### config.mk
export PLATFORM = sky130hd
export DESIGN_NAME = pi1_dma_flat
export DESIGN_NICKNAME = d
export VERILOG_FILES = /design/src/rtl/pi1_dma_if.sv /design/src/rtl/pi1_dma.sv /design/src/flat_wrapper.sv
export SDC_FILE = /design/constraint.sdc
export NUM_CORES = 1
export LEC_CHECK = 0
export CAP_MARGIN = 40
export CORE_MARGIN = 2
export CORE_UTILIZATION = 56
export DETAILED_ROUTE_END_ITERATION = 6
export PLACE_DENSITY_LB_ADDON = 0.3
export SLEW_MARGIN = 40
export SYNTH_ARGS = -nofsm -noshare
export SYNTH_HDL_FRONTEND = slang
export SYNTH_SLANG_ARGS = --single-unit
### constraint.sdc
create_clock -name clk_i -period 4.73 [get_ports clk_i]
set_clock_uncertainty 0.05 [all_clocks]
set_input_delay 0.946 -clock clk_i [delete_from_list [all_inputs] [get_ports clk_i]]
set_output_delay 0.946 -clock clk_i [all_outputs]
set_load 0.01 [all_outputs]
### src/rtl/pi1_dma_if.sv
// pi1_dma_if: pi1 request/response bus between a master and the interconnect.
interface pi1_dma_if #(
  parameter int ARCHBITSZ = 32,
  parameter int ADDRBITSZ = ARCHBITSZ - $clog2(ARCHBITSZ/8)
);
  logic [1:0]             op;
  logic [ADDRBITSZ-1:0]   addr;
  logic [ARCHBITSZ-1:0]   wdata;
  logic [ARCHBITSZ-1:0]   rdata;
  logic [ARCHBITSZ/8-1:0] sel;
  logic                   rdy;

  modport master (
    output op, addr, wdata, sel,
    input  rdata, rdy
  );

  modport slave (
    input  op, addr, wdata, sel,
    output rdata, rdy
  );
endinterface

### src/rtl/pi1_dma.sv
// pi1_dma: pi1 master copying a block of words between word addresses.
// Define PI1DMA_FILL_EN to add a pattern-fill mode (fill_i, pattern_i).
module pi1_dma #(
  parameter int ARCHBITSZ = 32,
  parameter int LENBITSZ  = 16,
  parameter int ADDRBITSZ = ARCHBITSZ - $clog2(ARCHBITSZ/8)
) (
  input  logic                 clk_i,
  input  logic                 rst_i,
  input  logic                 start_i,
  input  logic [ADDRBITSZ-1:0] src_i,
  input  logic [ADDRBITSZ-1:0] dst_i,
  input  logic [LENBITSZ-1:0]  len_i,
`ifdef PI1DMA_FILL_EN
  input  logic                 fill_i,
  input  logic [ARCHBITSZ-1:0] pattern_i,
`endif
  output logic                 busy_o,
  output logic                 done_o,
  pi1_dma_if.master            pi1
);

  localparam logic [1:0] OP_NOOP = 2'd0;
  localparam logic [1:0] OP_WR   = 2'd1;
  localparam logic [1:0] OP_RD   = 2'd2;

  typedef enum logic [2:0] {
    IDLE,
    RDREQ,
    RDWAIT,
    WRREQ,
    WRWAIT,
    DONE
  } state_t;

  state_t               state;
  logic [1:0]           op;
  logic [ADDRBITSZ-1:0] addr;
  logic [ADDRBITSZ-1:0] src;
  logic [ADDRBITSZ-1:0] dst;
  logic [LENBITSZ-1:0]  cnt;
  logic [ARCHBITSZ-1:0] buff;
`ifdef PI1DMA_FILL_EN
  logic                 fill;
`endif

  // Carry out of the increment is dropped: addresses wrap.
  logic [ADDRBITSZ-1:0] src_nxt;
  logic [ADDRBITSZ-1:0] dst_nxt;
  assign src_nxt = src + ADDRBITSZ'(1);
  assign dst_nxt = dst + ADDRBITSZ'(1);

  assign pi1.op    = op;
  assign pi1.addr  = addr;
  assign pi1.wdata = buff;
  assign pi1.sel   = '1;

  always_ff @(posedge clk_i or negedge rst_i) begin
    if (!rst_i) begin
      state  <= IDLE;
      op     <= OP_NOOP;
      addr   <= '0;
      src    <= '0;
      dst    <= '0;
      cnt    <= '0;
      buff   <= '0;
      busy_o <= 1'b0;
      done_o <= 1'b0;
`ifdef PI1DMA_FILL_EN
      fill   <= 1'b0;
`endif
    end else begin
      done_o <= 1'b0;
      unique case (state)
        IDLE: begin
          if (start_i) begin
            if (len_i == '0) begin
              state  <= DONE;
              done_o <= 1'b1;
            end else begin
              src    <= src_i;
              dst    <= dst_i;
              cnt    <= len_i;
              busy_o <= 1'b1;
`ifdef PI1DMA_FILL_EN
              fill   <= fill_i;
              if (fill_i) begin
                buff  <= pattern_i;
                state <= WRREQ;
                op    <= OP_WR;
                addr  <= dst_i;
              end else begin
                state <= RDREQ;
                op    <= OP_RD;
                addr  <= src_i;
              end
`else
              state  <= RDREQ;
              op     <= OP_RD;
              addr   <= src_i;
`endif
            end
          end
        end
        RDREQ: begin
          if (pi1.rdy) begin
            state <= RDWAIT;
            op    <= OP_NOOP;
          end
        end
        RDWAIT: begin
          if (pi1.rdy) begin
            buff  <= pi1.rdata;
            state <= WRREQ;
            op    <= OP_WR;
            addr  <= dst;
          end
        end
        WRREQ: begin
          if (pi1.rdy) begin
            state <= WRWAIT;
            op    <= OP_NOOP;
          end
        end
        WRWAIT: begin
          if (pi1.rdy) begin
            src <= src_nxt;
            dst <= dst_nxt;
            cnt <= cnt - LENBITSZ'(1);
            if (cnt == LENBITSZ'(1)) begin
              state  <= DONE;
              busy_o <= 1'b0;
              done_o <= 1'b1;
`ifdef PI1DMA_FILL_EN
            end else if (fill) begin
              state <= WRREQ;
              op    <= OP_WR;
              addr  <= dst_nxt;
`endif
            end else begin
              state <= RDREQ;
              op    <= OP_RD;
              addr  <= src_nxt;
            end
          end
        end
        DONE: begin
          state <= IDLE;
`ifdef PI1DMA_FILL_EN
          fill  <= 1'b0;
`endif
        end
        default: begin
          state  <= IDLE;
          op     <= OP_NOOP;
          busy_o <= 1'b0;
        end
      endcase
    end
  end

endmodule
### src/flat_wrapper.sv
// flat-port wrapper written by rule: the top's interface ports become plain ports
module pi1_dma_flat 
#(
  parameter int ARCHBITSZ = 32,
  parameter int LENBITSZ  = 16,
  parameter int ADDRBITSZ = ARCHBITSZ - $clog2(ARCHBITSZ/8)
)
  (clk_i, rst_i, start_i, src_i, dst_i, len_i, busy_o, done_o, pi1_op, pi1_addr, pi1_wdata, pi1_sel, pi1_rdata, pi1_rdy);
  pi1_dma_if #(.ARCHBITSZ(ARCHBITSZ), .ADDRBITSZ(ADDRBITSZ)) pi1_i ();
  input  logic clk_i;
  input  logic rst_i;
  input  logic start_i;
  input  logic [ADDRBITSZ-1:0] src_i;
  input  logic [ADDRBITSZ-1:0] dst_i;
  input  logic [LENBITSZ-1:0] len_i;
  output logic busy_o;
  output logic done_o;
  output wire logic [$bits(pi1_i.op)-1:0] pi1_op;
  output wire logic [$bits(pi1_i.addr)-1:0] pi1_addr;
  output wire logic [$bits(pi1_i.wdata)-1:0] pi1_wdata;
  output wire logic [$bits(pi1_i.sel)-1:0] pi1_sel;
  input wire logic [$bits(pi1_i.rdata)-1:0] pi1_rdata;
  input wire logic [$bits(pi1_i.rdy)-1:0] pi1_rdy;
  assign pi1_op = pi1_i.op;
  assign pi1_addr = pi1_i.addr;
  assign pi1_wdata = pi1_i.wdata;
  assign pi1_sel = pi1_i.sel;
  assign pi1_i.rdata = pi1_rdata;
  assign pi1_i.rdy = pi1_rdy;
  pi1_dma #(.ARCHBITSZ(ARCHBITSZ), .LENBITSZ(LENBITSZ), .ADDRBITSZ(ADDRBITSZ)) u_core (.clk_i(clk_i), .rst_i(rst_i), .start_i(start_i), .src_i(src_i), .dst_i(dst_i), .len_i(len_i), .busy_o(busy_o), .done_o(done_o), .pi1(pi1_i));
endmodule
==> results of run 1 <==
worst reg2reg max path, cell delays in order, from the launching register on:
cell,delay (ns)
dfrtp_1,0.44
ha_1,0.29
and3_1,0.58
nand3_1,0.50
or4_1,0.72
or3_1,0.35
a41oi_1,0.20
registers in the layout (all words and copies together) (netlist names):
signal            count
u_core.cnt           16
u_core.busy_o         1
u_core.pi1.op         2
u_core.pi1.addr      30
u_core.src           30
u_core.dst           30
u_core.pi1.wdata     32
u_core.state          3
u_core.done_o         1
power by group through the flow:
| stage | clock network (W) | registers, W | logic, W |
|---|---|---|---|
| after global placement | 0 | 0.00253 | 0.00310 |
| after global routing | 0.00141 | 0.00267 | 0.00350 |
| after detailed placement | 0 | 0.00255 | 0.00319 |
| after CTS | 0.00136 | 0.00255 | 0.00321 |
| after floorplan | 0 | 0.00244 | 0.00200 |
| final | 0.00135 | 0.00258 | 0.00324 |
layout by cell type (no fill, tap or decap), drive strengths merged, types with 5 or more instances in the layout:
master / count
o32ai: 6
clkdlybuf4s50: 176
and3: 13
o22ai: 23
a22oi: 19
nand2: 77
o31a: 6
o21ai: 70
nor2: 74
xor2: 5
a2bb2oi: 14
or3: 5
nand3: 44
buf: 12
a31oi: 22
inv: 24
o22a: 16
nor4: 17
or4: 10
nor3b: 5
clkbuf: 18
xnor2: 8
mux2: 49
mux2i: 6
a41oi: 5
nor3: 29
and4: 8
nand4: 22
o21a: 6
dfrtp: 145
a21oi: 88
a211oi: 10
worst max path at each step:
stage	startpoint	to	slack (ns)	cells past startpoint
6_report	len_i[5]	u_core.dst[16]$_DFFE_PN0P_	1.12	7
5_1_grt	len_i[2]	u_core.dst[16]$_DFFE_PN0P_	1.05	7
4_1_cts	len_i[2]	u_core.dst[16]$_DFFE_PN0P_	1.18	7
3_5_place_dp	len_i[2]	u_core.dst[16]$_DFFE_PN0P_	0.74	7
3_3_place_gp	start_i	u_core.src[20]$_DFFE_PN0P_	0.74	7
2_1_floorplan	len_i[2]	u_core.pi1.addr[10]$_DFFE_PN0P_	1.69	6
metal layers:
layer | part of all wire (%) | vias up | wire length (um)
met2 | 46 | 522 | 12270
li1 | - | 3891 | -
met5 | 0 | - | 0
met4 | 3.9 | 0 | 1026
met3 | 9.9 | 76 | 2628
met1 | 40 | 4133 | 10710
area by class of cell:
class / count / share of cell area (%)
multi-input cells: 725 / 42.11
flip-flops and latches: 145 / 32.80
repair buffers: 189 / 17.26
clock buffers: 17 / 3.844
well taps: 188 / 2.125
clock inverters: 15 / 1.413
inverters: 13 / 0.4409
kinds of logic after synthesis:
| kind of cell | Yosys count | share of synthesized area, % |
|---|---|---|
| buffers and inverters | 94 | 4.588 |
| flip-flops | 145 | 42.10 |
| AND/OR/NAND/NOR | 325 | 19.19 |
| XOR/XNOR | 13 | 1.321 |
| adder cells (fa/ha/maj) | 4 | 0.5807 |
| multiplexers | 55 | 7.840 |
| AO/OA/AOI/OAI | 324 | 24.33 |
| other | 1 | 0.04351 |
metrics by stage:
stage	power [W]	hold WS (ns)	util (%)	worst slack (ns)	instance area (sq um)
after floorplan	0.004439	0.4254	-	1.691	8630
after global placement	0.005633	0.4380	68.88	0.7378	10430
after detailed placement	0.005748	0.4413	69.10	0.7432	10470
after CTS	0.007117	0.4593	72.94	1.175	11050
after global routing	0.007573	0.4639	73.07	1.051	11070
final	0.007164	0.4540	73.07	1.119	11070
==> summary.md, run 1 <==
| Metric | Value |
|---|---|
| Async S/R FF share, synth | 100.0% |
| Later-pin clock latency in the skew report | between 0.4 and 0.5 ns |
| Global placement routability congestion | 0.9316 |
| CP max FO | 48 |
| Top cells by count, synth | 145 x dfrtp_1, 88 x a21oi_1, 77 x nand2_1 |
| Sequential cell area fraction in the yosys report | 42.10% |
| Met2 usage | 50.05% |
| Met3 GRT Util | approximately 7.8% |
| Area leader, netlist | dfrtp_1 |
| Root buffer cell | clkbuf_16 |
| Routed WL per cell | 20.62 um |
| Number of synthesized flops with an enable pin | 0 |
| Via count | 8,622 |
| Count of maximum capacitance violations | 0 |
| R2r setup slk | approximately 1.5 ns |
| F_max | 276.9 MHz |
| Die H | 128.1 um |
| Hold Path Sink | u_core.pi1.addr[21]$_DFFE_PN0P_ |
| Initial Util | a little under three fifths |
| Reg-to-reg startpoint | u_core.src[0]$_DFFE_PN0P_ |
| Multi-input logic area | 4661 sq um |
| Synth area leaders | dfrtp_1 42%, a21oi_1 5.1%, mux2_2 4.2%, o21ai_0 4.1%, nand2_1 3.4% |
| Setup bufs post-CTS | 0 |
| Hold/Removal Path Class | flip-flop to flip-flop |
| CTS tree | built |
| I/O Buffers | 177 |
| R2R depth | 6 |
| Ys flop type | dfrtp_1 |
| Worst Path Buf+Inv | 2 |
| Number of global-route vias before repair | 7,972 |
| RSZ-0062 raised after global routing | no |
| FP Rows | 45 |
| Power Dens Cells | 647.3 nW/um^2 |
| Setup TNS | 0 ns |
| Count leader, synth | dfrtp_1 |
| Post-Synthesis Cells | 961 |
| Routed vias/inst | 6.673 |
| Die Span X | 128.1 um |
| M1 GR Usage | 45.29% |
| Seq cells post-synth | 145 |
| Net Sw Power | 0.002953 W |
| Core box area | 15,150 sq um |
| Slew headroom | ~43% |
| Share of cells above drive strength 1 | 10.96% |
| Critical Path AT | between 3 and 4 ns |
| Min Tclk post-route | 3.611 ns |
| Fillers | between 1,000 and 1,500 |
| Remaining DRCs | 0 |
| Largest delay share family, worst path | simple AND/OR/NAND/NOR gates |
| Hold Buf Count CTS | 0 |
| Net Sw Frac | 41.21% |
| VDD IR-drop max | 388.3 uV |
| FF/Latch Area | 3630 sq um |
| Final number of max-transition violations | 0 |
| Worst setup EP type | flip-flop |
| Yosys top cell area share | 42.10% |
| Internal power | roughly 0.0042 W |
| Diodes inserted | 0 |
| WL final | roughly 27,000 um |
| GR Util All Layers | 32.91% |
| HP Start | u_core.pi1.addr[21]$_DFFE_PN0P_ |
| WP data required | approximately 5 ns |
| WHS Path Cells | 1 |
| Comb power frac | 45.2% |
| Status | completed |
| Layout net count | 1,207 |
| DRT Pass-1 Iters | 6 |
| CP Launch Type | input pin |
| Longest Clk Path Bufs | 2 |
| Htree depth | 4 |
| Worst-margin pin slew | 0.8415 ns |
| First-pass GRT wire length | 42,030 um |
| Post_cts resized | 0 |
| Post-Syn Area per Cell | 8.968 sq um |
| Crit path cell chain | clkdlybuf4s50_1 -> or4_1 -> o41ai_2 -> and2_2 -> buf_12 -> nor2_1 -> o2bb2a_1 |
| Inst Count DP | 1,260 |
| Num CTS Buffers | 17 |
| Area delta synth->final | 28.41% |
| I/O pins | between 150 and 200 |
| Post-DRT Antenna Nets | 0 |
| Static Leak | 4.213 nW |
| Global route overflow | 0 |
| Clock power share | 18.8% |
| Slowest cell delay on critical path | about 0.7 ns |
| Fin crit share | between 70% and 80% |
| Critical path's slowest cell | o41ai_2 |
| Pin count of the biggest net entering global routing | 82 |
| Cell area after synthesis | 8618 sq um |
| Die Area | 16,400 sq um |
| Sequential share of power | 36.0% |
| R2R Path End | u_core.pi1.addr[28]$_DFFE_PN0P_ |
| YS warnings | 0 |
| Clock transition at path regs | 0.07 ns |
| Antenna violations before repair | 0 |
| Detailed Route Iter0 Violations | 1,382 |
| WS Path Type | input pin to flip-flop |
| Final Setup Violations | 0 |
| Fin cells | 1,292 |
| Clock Sinks | 145 |
| Fin. Hold Viols | 0 |
| DP Wirelength | 18,380 um |
| Grt peak-use layer | met2 |
| Yosys cell types | 70 |
(Power assumes the default switching activity.)
==> inputs of run 2 (changes only) <==
CORE_UTILIZATION = 52   (was 56)
clock period = 3.8 ns   (was 4.73 ns; I/O delays follow)
==> summary.md, run 2 (synthesis gave the netlist of run 1 again) <==
| Metric | Value |
|---|---|
| Clock power share | 19.2% |
| DP Wirelength | 18,710 um |
| Fin. Hold Viols | 0 |
| Global placement routability congestion | roughly 0.94 |
| Most common cell after layout, fill and taps aside | clkdlybuf4s50_1 |
| Clock Sinks | about 150 |
| Final number of max-transition violations | 0 |
| Antenna violations before repair | 0 |
| Post_cts resized | 0 |
| Root buffer cell | clkbuf_16 |
| Hold/Removal Path Class | input pin to asynchronous set/reset pin |
| Net Sw Frac | 39.58% |
| Clock transition at path regs | 0.06 ns |
| Most frequent cells in the layout | 176 x clkdlybuf4s50_1, 145 x dfrtp_1, 88 x a21oi_1 |
| Area delta synth->final | 30.53% |
| Slew headroom | 46.13% |
| Worst setup EP type | flip-flop |
| Status | completed |
| Count of maximum capacitance violations | 0 |
| Die Span X | around 130 um |
| Routed vias/inst | 6.483 |
| Setup WS post-layout | between 0.7 and 0.8 ns |
| WS Path Type | input pin to flip-flop |
| CP Launch Type | input pin |
| Later-pin clock latency in the skew report | between 0.4 and 0.5 ns |
| WL final | 26,900 um |
| Setup TNS | 0 ns |
| Die Area | 17,620 sq um |
| Place WS | 0.4145 ns |
| Remaining DRCs | 0 |
| I/O Buffers | approximately 180 |
| Fin cells | 1,339 |
| RSZ-0062 raised after global routing | no |
| Critical Path AT | 3.27 ns |
| Layout net count | about 1,200 |
| Core box area | 16,410 sq um |
| Num CTS Buffers | 17 |
| Share of cells above drive strength 1 | 11.53% |
| Fillers | roughly 1,300 |
| Max reg flops | 32 |
| R2r setup slk | 1.01 ns |
| Pin count of the biggest net entering global routing | about 150 |
| Sequential share of power | between 30% and 40% |
| Static Leak | between 4 and 5 nW |
| Min Tclk post-route | 3.005 ns |
| Total power | between 0.009 and 0.01 W |
| Final Setup Violations | 0 |
| Post-DRT Antenna Nets | 0 |
| Detailed Route Iter0 Violations | around 1,200 |
| I/O pins | 182 |
| VDD IR-drop max | just under 400 uV |
| Worst-margin pin slew | ~0.80 ns |
| Inst Count DP | between 1,000 and 1,500 |
| First-pass GRT wire length | 43,430 um |
| Htree depth | 4 |
| Diodes inserted | 0 |
| CTS tree | built |
| Power Dens Cells | 806.4 nW/um^2 |
| Global route overflow | 0 |
| Net Sw Power | 0.003590 W |
| F_max | 332.8 MHz |
| Hold Buf Count CTS | 0 |
| FP Rows | 47 |
| Fin crit share | 79.07% |
| Longest Clk Path Bufs | 2 |
| Initial Util | 52.53% |
| Comb power frac | about 45% |
| Routed WL per cell | 20.09 um |
| Number of global-route vias before repair | 8,192 |
| GR Util All Layers | 31.19% |
| CP max FO | 17 |
| Final hold slack | ~0.27 ns |
| DRT Pass-1 Iters | 7 |
| Die H | 132.7 um |
| Setup bufs post-CTS | 0 |
| Via count | between 8,000 and 9,000 |
| WP data required | 4.06 ns |
| Internal power | 0.005481 W |
## run 2: critical path: stages
cell	delay [ns]
clkdlybuf4s50_1	0.46
or4_4	0.57
o41ai_2	0.48
buf_4	0.22
nand2_2	0.23
buf_12	0.25
o21a_1	0.11
o22a_1	0.18
## run 2: through the flow
step,instance area [sq um],utilization [%]
floorplan,8630,-
global placement,10600,64.62
detailed placement,10640,64.84
CTS,11240,68.53
global route,11250,68.57
finish,11250,68.57
## run 2: path summary, 6_finish.rpt
kind / startpoint / to / cells after the start
max in group asynchronous: rst_i / u_core.src[19]$_DFFE_PN0P_ / 2
min in group clk_i: u_core.pi1.op[1]$_DFFE_PN0P_ / u_core.pi1.op[1]$_DFFE_PN0P_ / 1
max: len_i[1] / u_core.src[19]$_DFFE_PN0P_ / 8
min reg2reg: u_core.pi1.op[1]$_DFFE_PN0P_ / u_core.pi1.op[1]$_DFFE_PN0P_ / 1
min: rst_i / u_core.pi1.addr[7]$_DFFE_PN0P_ / 1
max reg2reg: u_core.state[2]$_DFFE_PN0P_ / u_core.done_o$_DFF_PN0_ / 7
## run 2: final cells by class
type | instances | area (sq um) | area share, %
inverters | 13 | 48.80 | 0.4338
repair buffers | 204 | 2053 | 18.25
clock inverters | 12 | 158.9 | 1.413
flip-flops and latches | 145 | 3628 | 32.25
clock buffers | 20 | 446.7 | 3.971
well taps | 220 | 275.3 | 2.447
multi-input cells | 725 | 4638 | 41.23
## run 2: metal layers
metal | GRT usage (%) | part of all wire (%) | vias up
met3 | 7.088 | 9.3 | 69
met4 | 13.02 | 3.5 | 0
li1 | - | - | 3918
met1 | 42.37 | 40 | 4186
met2 | 48.36 | 47 | 508
met5 | 0 | 0 | -
## run 2: power by group through the flow
| stage | combinational, W | sequential [W] | clock, W |
|---|---|---|---|
| final | 0.00411 | 0.00322 | 0.00174 |
| after global routing | 0.00445 | 0.00333 | 0.00183 |
| after CTS | 0.00409 | 0.00318 | 0.00176 |
| after detailed placement | 0.00407 | 0.00320 | 0 |
| after global placement | 0.00395 | 0.00315 | 0 |
| after floorplan | 0.00248 | 0.00304 | 0 |
